**src/rtl/axis_dwidth_pkg.sv**
```systemverilog
// Shared widths and types for the 8<->48 byte AXI-Stream converter pair.
// Imported by both the 8-to-48 packer and the 48-to-8 downsizer.
package axis_dwidth_pkg;

    localparam int AXIS_NARROW_W = 64;
    localparam int AXIS_WIDE_W   = 384;
    localparam int AXIS_RATIO    = 6;
    localparam int AXIS_CNT_W    = $clog2(AXIS_RATIO);

    typedef logic [AXIS_WIDE_W-1:0]   wide_word_t;
    typedef logic [AXIS_WIDE_W/8-1:0] wide_keep_t;

endpackage

```
**src/rtl/axis_dwidth_converter_8_to_48.sv**
```systemverilog
// Narrow-to-wide AXI-Stream packer: six 8-byte beats into one 48-byte word.
// Partial words on tlast are zero-padded and marked through tkeep.
module axis_dwidth_converter_8_to_48
    import axis_dwidth_pkg::*;
#(
    parameter int IN_W  = AXIS_NARROW_W,
    parameter int RATIO = AXIS_RATIO
) (
    input  logic                      aclk,
    input  logic                      areset,
    input  logic                      s_axis_tvalid,
    output logic                      s_axis_tready,
    input  logic [IN_W-1:0]           s_axis_tdata,
    input  logic                      s_axis_tlast,
    output logic                      m_axis_tvalid,
    input  logic                      m_axis_tready,
    output logic [IN_W*RATIO-1:0]     m_axis_tdata,
    output logic [IN_W*RATIO/8-1:0]   m_axis_tkeep,
    output logic                      m_axis_tlast
);

    localparam int OUT_W  = IN_W * RATIO;
    localparam int KEEP_W = OUT_W / 8;
    localparam int LANE_K = IN_W / 8;
    localparam int CNT_W  = (RATIO > 1) ? $clog2(RATIO) : 1;
    localparam logic [CNT_W-1:0] LAST_LANE = CNT_W'(RATIO - 1);

    logic [CNT_W-1:0]  r_lane_cnt;
    logic [OUT_W-1:0]  r_acc;
    logic [KEEP_W-1:0] r_acc_keep;
    logic              r_acc_last;
    logic              r_acc_done;

    logic              r_m_valid;
    logic [OUT_W-1:0]  r_m_data;
    logic [KEEP_W-1:0] r_m_keep;
    logic              r_m_last;

    logic              w_out_free;
    logic              w_accept;
    logic              w_complete;
    logic              w_drain;
    logic              w_direct;
    logic              w_park;
    logic [OUT_W-1:0]  w_merge_data;
    logic [KEEP_W-1:0] w_merge_keep;

    // Ready is a pure register output: a parked word blocks new beats.
    assign s_axis_tready = !r_acc_done;
    assign m_axis_tvalid = r_m_valid;
    assign m_axis_tdata  = r_m_data;
    assign m_axis_tkeep  = r_m_keep;
    assign m_axis_tlast  = r_m_last;

    assign w_out_free = !r_m_valid || m_axis_tready;
    assign w_accept   = s_axis_tvalid && !r_acc_done;
    assign w_complete = (r_lane_cnt == LAST_LANE) || s_axis_tlast;
    assign w_drain    = r_acc_done && w_out_free;
    assign w_direct   = w_accept && w_complete && w_out_free;
    assign w_park     = w_accept && w_complete && !w_out_free;

    // Accumulator with the incoming beat dropped into the current lane.
    always_comb begin
        w_merge_data = r_acc;
        w_merge_keep = r_acc_keep;
        w_merge_data[int'(r_lane_cnt)*IN_W +: IN_W]     = s_axis_tdata;
        w_merge_keep[int'(r_lane_cnt)*LANE_K +: LANE_K] = {LANE_K{1'b1}};
    end

    // Accumulator: gather lanes, park a finished word when output is busy.
    always_ff @(posedge aclk or posedge areset) begin
        if (areset) begin
            r_lane_cnt <= '0;
            r_acc      <= '0;
            r_acc_keep <= '0;
            r_acc_last <= 1'b0;
            r_acc_done <= 1'b0;
        end else if (w_drain || w_direct) begin
            r_lane_cnt <= '0;
            r_acc      <= '0;
            r_acc_keep <= '0;
            r_acc_last <= 1'b0;
            r_acc_done <= 1'b0;
        end else if (w_park) begin
            r_lane_cnt <= '0;
            r_acc      <= w_merge_data;
            r_acc_keep <= w_merge_keep;
            r_acc_last <= s_axis_tlast;
            r_acc_done <= 1'b1;
        end else if (w_accept) begin
            r_lane_cnt <= r_lane_cnt + CNT_W'(1);
            r_acc      <= w_merge_data;
            r_acc_keep <= w_merge_keep;
        end
    end

    // Output register: load a parked or fresh word, else drop after transfer.
    always_ff @(posedge aclk or posedge areset) begin
        if (areset) begin
            r_m_valid <= 1'b0;
            r_m_data  <= '0;
            r_m_keep  <= '0;
            r_m_last  <= 1'b0;
        end else if (w_drain) begin
            r_m_valid <= 1'b1;
            r_m_data  <= r_acc;
            r_m_keep  <= r_acc_keep;
            r_m_last  <= r_acc_last;
        end else if (w_direct) begin
            r_m_valid <= 1'b1;
            r_m_data  <= w_merge_data;
            r_m_keep  <= w_merge_keep;
            r_m_last  <= s_axis_tlast;
        end else if (m_axis_tready) begin
            r_m_valid <= 1'b0;
        end
    end

endmodule

```
**config.mk**
```make
export PLATFORM = sky130hd
export DESIGN_NAME = axis_dwidth_converter_8_to_48
export DESIGN_NICKNAME = d
export VERILOG_FILES = /design/src/rtl/axis_dwidth_pkg.sv /design/src/rtl/axis_dwidth_converter_8_to_48.sv
export SDC_FILE = /design/constraint.sdc
export NUM_CORES = 2
export LEC_CHECK = 0
export CORE_ASPECT_RATIO = 1.1
export CORE_MARGIN = 1
export CORE_UTILIZATION = 45
export DETAILED_ROUTE_END_ITERATION = 16
export GPL_ROUTABILITY_DRIVEN = 0
export HOLD_SLACK_MARGIN = 0.05
export PLACE_DENSITY_LB_ADDON = 0.05
export SYNTH_ARGS = -nofsm -noshare
export SYNTH_HDL_FRONTEND = slang
export SYNTH_SLANG_ARGS = --single-unit
```
**constraint.sdc**
```tcl
create_clock -name aclk -period 38.5 [get_ports aclk]
set_input_delay 5.775 -clock aclk [delete_from_list [all_inputs] [get_ports aclk]]
set_output_delay 5.775 -clock aclk [all_outputs]
set_load 0.01 [all_outputs]
```
======== After elaboration in Yosys (flattened, before gate mapping) ========
Cells that the tools add are included.
Widths: inputs -> output; s select.
storage, ports and cells
  output and inout bits ................... 435
  input port bits ......................... 69
  memories ................................ 0
  word-level logic and storage cells ...... 56
  RAM bits ................................ 0
  bits in registers ....................... 871
  bits in latches ......................... 0
  ROM bits ................................ 0
cells by class
  $lt $le $gt $ge ......................... 0
  multiplexer cells ....................... 24
  add/sub/neg operators ................... 3
  div/mod/pow operators ................... 0
  shift-type cells ........................ 4
  $mul .................................... 0
  reductions and logical operators ........ 15
  bitwise logic cells ..................... 0
  equality and inequality tests ........... 1
operators by type and width
  operator                   count
  $mux 384                   5
  $bwmux 384                 1
  $shift 64x33->384 const A  1
  $shiftx 64x33->384         1
  $mux 48                    5
  $bwmux 48                  1
  $shift 8x33->48 const A    1
  $shiftx 8x33->48 const A   1
  $neg 6->33                 1
  $neg 9->33                 1
  $mux 1                     9
  $mux 3                     3
  $reduce_bool 3->1          2
  $logic_and 1x1->1          5
  $reduce_bool 2->1          2
  $add 3x1->3 const B        1
  $eq 3x3->1 const B         1
  $logic_not 1->1            3
  $logic_or 1x1->1           3

======== Depth between registers and ports, before layout ========
  word-level depth ........................ 6
  gate-level depth with buffers ........... 12
  depth with buffers taken out ............ 7

======== Worst setup path after synthesis ========
No wires, ideal clock.
  kind .................................... input to register
  start ................................... input port m_axis_tready
  end ..................................... register r_acc[128]
  library setup time ...................... 0.065 ns
  setup slack ............................. 31.051 ns
  stages on the path ...................... 8
  path buffers ............................ 4
  arrival time ............................ 7.384 ns
  data required time ...................... 38.435 ns
  path through ............................ and3b_1 -> buf_6 -> or2_0 -> buf_2 -> buf_6 -> nor4_4 -> buf_6 -> a22o_1
between the ends
  longest elaborated chain between the ends .. 5
  elaborated cells on any way between the ends .. 9
  classes of those cells .................. mux (2); reduce/logical (7)
RTL lines
  what                  RTL line                             source
  from (decl)           axis_dwidth_converter_8_to_48.sv:16  input logic m_axis_tready,
  $logic_or 1x1->1 *    axis_dwidth_converter_8_to_48.sv:55  assign w_out_free = !r_m_valid || m_axis_tready;
  $logic_not 1->1       axis_dwidth_converter_8_to_48.sv:60  assign w_park = w_accept && w_complete && !w_out_free;
  $logic_and 1x1->1     axis_dwidth_converter_8_to_48.sv:60
  $mux 384              axis_dwidth_converter_8_to_48.sv:84  end else if (w_park) begin
  $mux 384              axis_dwidth_converter_8_to_48.sv:78  end else if (w_drain || w_direct) begin
  to (signal assigned)  axis_dwidth_converter_8_to_48.sv:86  r_acc <= w_merge_data;
  to (signal assigned)  axis_dwidth_converter_8_to_48.sv:92  r_acc <= w_merge_data;
  to (decl)             axis_dwidth_converter_8_to_48.sv:29  logic [OUT_W-1:0] r_acc;
Every way passes the cells marked *; elsewhere a longest branch is shown, timed or not.
A chain may end at the register's enable or synchronous reset.

==> flow_summary.yaml <==
cts:
  clock_path_buffers: 3
  cts_resized: 0
  clk_pin_slew_ns: 0.06
  cts_root_buf: "clkbuf_16"
  clkLatencyLatePin_ns: 0.65
  cts_setup_buffers: 0
  htreeDepth: 3
  clock-sinks: 871
  cts_made_buffers: 89
  hold_buffers: 0
  cts_tree: "built"
place:
  placed_cell_area_um2: 41100
  place_ws_ns: 27.82
  dpl.hpwl_mm: 74.47
  portBuffers: 503
flow_run:
  cap_violations: 0
power_and_ir_drop:
  powerDensity_nw_per_um2: 58.82
  p_clk_share_pct: 33.7
  power_switching_uw: 785.1
  share_seq_of_total_power_pct: 44.7
  p_int_mw: 1.806
  combPwrFrac_pct: 21.5
  power_switching_share_pct: 30.30
  leakage_nw: 19.12
  vdd_ir_drop_max_mv: 0.02694
routing:
  drc_errors: 0
  first_iter_violations: 3064
  firstDrtPassIters: 5
  wl_mm: 124.0
  routedWlPerCell_um: 25.92
  viasPerCell: 6.093
  ant_nets: 0
  num_vias: 29153
synth:
  synthArstFlopShare_pct: 100.0
  synth-seq-cells: 871
  ys_warn_count: 0
  seq_area_frac_synth_pct: 60.85
  syn-instance-count: 3391
  synth-edff-count: 0
  netlist_area_um2: 35820
  syn-num-nets: 3467
  synth_cell_types: 52
  ys.flop_type: "dfrtp_1"
  postSynthAreaPerCell_um2: 10.56
hold_path:
  hold_depth: 2
  whs_endpoint: "m_axis_tkeep[44]"
  hp-class: "flip-flop to flip-flop"
  hp-start: "m_axis_tkeep[44]"
die:
  io_pins: 504
  start_util_pct: 45.47
  rows: 108
  core_region_area_um2: 78780
  dieHeight_um: 297.9
  die_w_um: 271
  dieArea_um2: 80730
sta:
  worstMarginPinSlew_ns: 1.289
  setup-violations-final: 0
  clock.fmax_mhz: 102.3
  period_share_pct: 25.38
  fin_crit_ns: 9.772
  skew_ns: 0.01797
  fin_ws_ns: 28.73
  hold_viol_final: 0
  grt_setup_unrepaired: "no"
  slew_violations: 0
  relSlewSlack_pct: 13.89
  finalSetupTns_ns: 0
setup_path:
  cp.arrival_ns: 10.42
  cp_max_fo: 118
  r2r-start: "r_lane_cnt[1]"
  ff2ff_path_depth: 8
  r2r_end: "m_axis_tdata[221]"
  critical_path_required_ns: 39.15
  start_kind: "input port"
  endpoint_kind: "asynchronous set/reset pin"
  r2r_slack_ns: 33.73
  crit_start: "areset"
  critPathKind: "input port to asynchronous set/reset pin"
grt:
  grt_max_degree: 188
  antenna_found_initial: 0
  grt_overflow: 0
  grt_pass1_vias: 29242
  grt_pass1_wl_mm: 189.1
  grtUsageTotal_pct: 30.62
finish:
  drive_gt1_share_pct: 6.230
  syn_to_final_growth_pct: 22.99
  diodes: 0
  fillers: 6705
  fin_area_um2: 44050
  final_common_cell: "dfrtp_1"
  nNetsFinal: 3748
  mostFrequentLayoutCells: "dfrtp_1, clkdlybuf4s50_1, a21oi_1"
outcome:
  status: "finished clean"
[power by group through the flow]
stage / clock [mW] / combinational, mW / sequential [mW]
3_3_place_gp: 0 / 0.550 / 1.17
6_report: 0.874 / 0.558 / 1.16
3_5_place_dp: 0 / 0.560 / 1.17
4_1_cts: 0.886 / 0.563 / 1.16
5_1_grt: 0.925 / 0.603 / 1.17
2_1_floorplan: 0 / 0.239 / 1.17
[worst max path at each step]
stage,to,cells past startpoint,slack [ns]
2_1_floorplan,m_axis_tdata[0],1,8.25
3_3_place_gp,r_acc[149],6,27.96
3_5_place_dp,r_acc[152],6,27.82
4_1_cts,m_axis_tdata[222],6,28.50
5_1_grt,r_acc[151],6,27.97
6_report,r_acc[153],6,28.73
[cells in the mapped netlist, drive strengths merged (2+ instances only)]
library cell | count | area share [%]
o22a | 16 | 0.39
nor2b | 4 | 0.070
o2bb2ai | 128 | 3.1
nor3 | 6 | 0.14
nor4b | 2 | 0.049
a211o | 2 | 0.049
ha | 7 | 0.24
a32o | 3 | 0.084
a22o | 192 | 4.7
o21ai | 129 | 1.8
a211oi | 3 | 0.091
a21oi | 435 | 6.1
or3 | 2 | 0.035
inv | 24 | 0.25
nor4 | 4 | 0.19
or2 | 2 | 0.035
o21a | 25 | 0.52
a22oi | 21 | 0.44
dfrtp | 871 | 61
buf | 168 | 2.7
a21o | 2 | 0.042
nand2 | 401 | 4.2
o311a | 2 | 0.056
and2 | 107 | 1.9
nor2 | 318 | 3.3
a31oi | 138 | 2.4
nand2b | 2 | 0.035
nand3 | 69 | 0.96
clkbuf | 192 | 2.0
a221o | 105 | 2.9
[metal layers]
layer	global-route usage, %	vias to the layer above	share of wire [%]
met2	48.52	1275	47
li1	-	12581	-
met3	5.320	184	7.1
met4	11.06	0	3.1
met5	0	-	0
met1	42.32	15113	42
[stage by stage]
| step | hold WS (ns) | power (mW) | util, % | cells |
|---|---|---|---|---|
| 4_1_cts | 0.4779 | 2.607 | 55.92 | 4785 |
| 2_1_floorplan | 0.4560 | 1.410 | - | 3391 |
| 5_1_grt | 0.4953 | 2.698 | 55.92 | 4785 |
| 3_5_place_dp | 0.4642 | 1.732 | 52.17 | 4626 |
| 3_3_place_gp | 0.4590 | 1.720 | 52.17 | 4626 |
| 6_report | 0.4743 | 2.591 | 55.92 | 4785 |
[critical path: stages]
cell and delay, ns:
clkdlybuf4s50_1 0.49, inv_8 0.57, buf_4 0.80, buf_4 0.89
buf_4 0.81, buf_4 0.83
[sequential cells by signal, indices dropped and copies added, names as in the netlist]
name and flops:
m_axis_tdata 384, m_axis_tkeep 48, m_axis_tlast 1, m_axis_tvalid 1, r_acc 384, r_acc_done 1
r_acc_keep 48, r_acc_last 1, r_lane_cnt 3
[cell type report]
cell class | count | area (um2) | area share, %
Clock inverter | 30 | 295.3 | 0.6703
Clock buffer | 129 | 2660 | 6.038
Timing Repair Buffer | 550 | 5400 | 12.26
Inverter | 25 | 101.3 | 0.2301
Multi-Input combinational cell | 2135 | 12490 | 28.36
Tap cell | 1045 | 1308 | 2.968
Sequential cell | 871 | 21800 | 49.48
[cells by family after synthesis]
kind of cell | after synthesis | share of synthesized area [%]
AO/OA/AOI/OAI | 1206 | 22.91
multiplexers | 1 | 0.02795
flip-flops | 871 | 60.85
adder cells (fa/ha/maj) | 7 | 0.2445
buffers and inverters | 385 | 4.950
AND/OR/NAND/NOR | 921 | 11.02
Note: power is estimated with default switching activity, not from simulation.
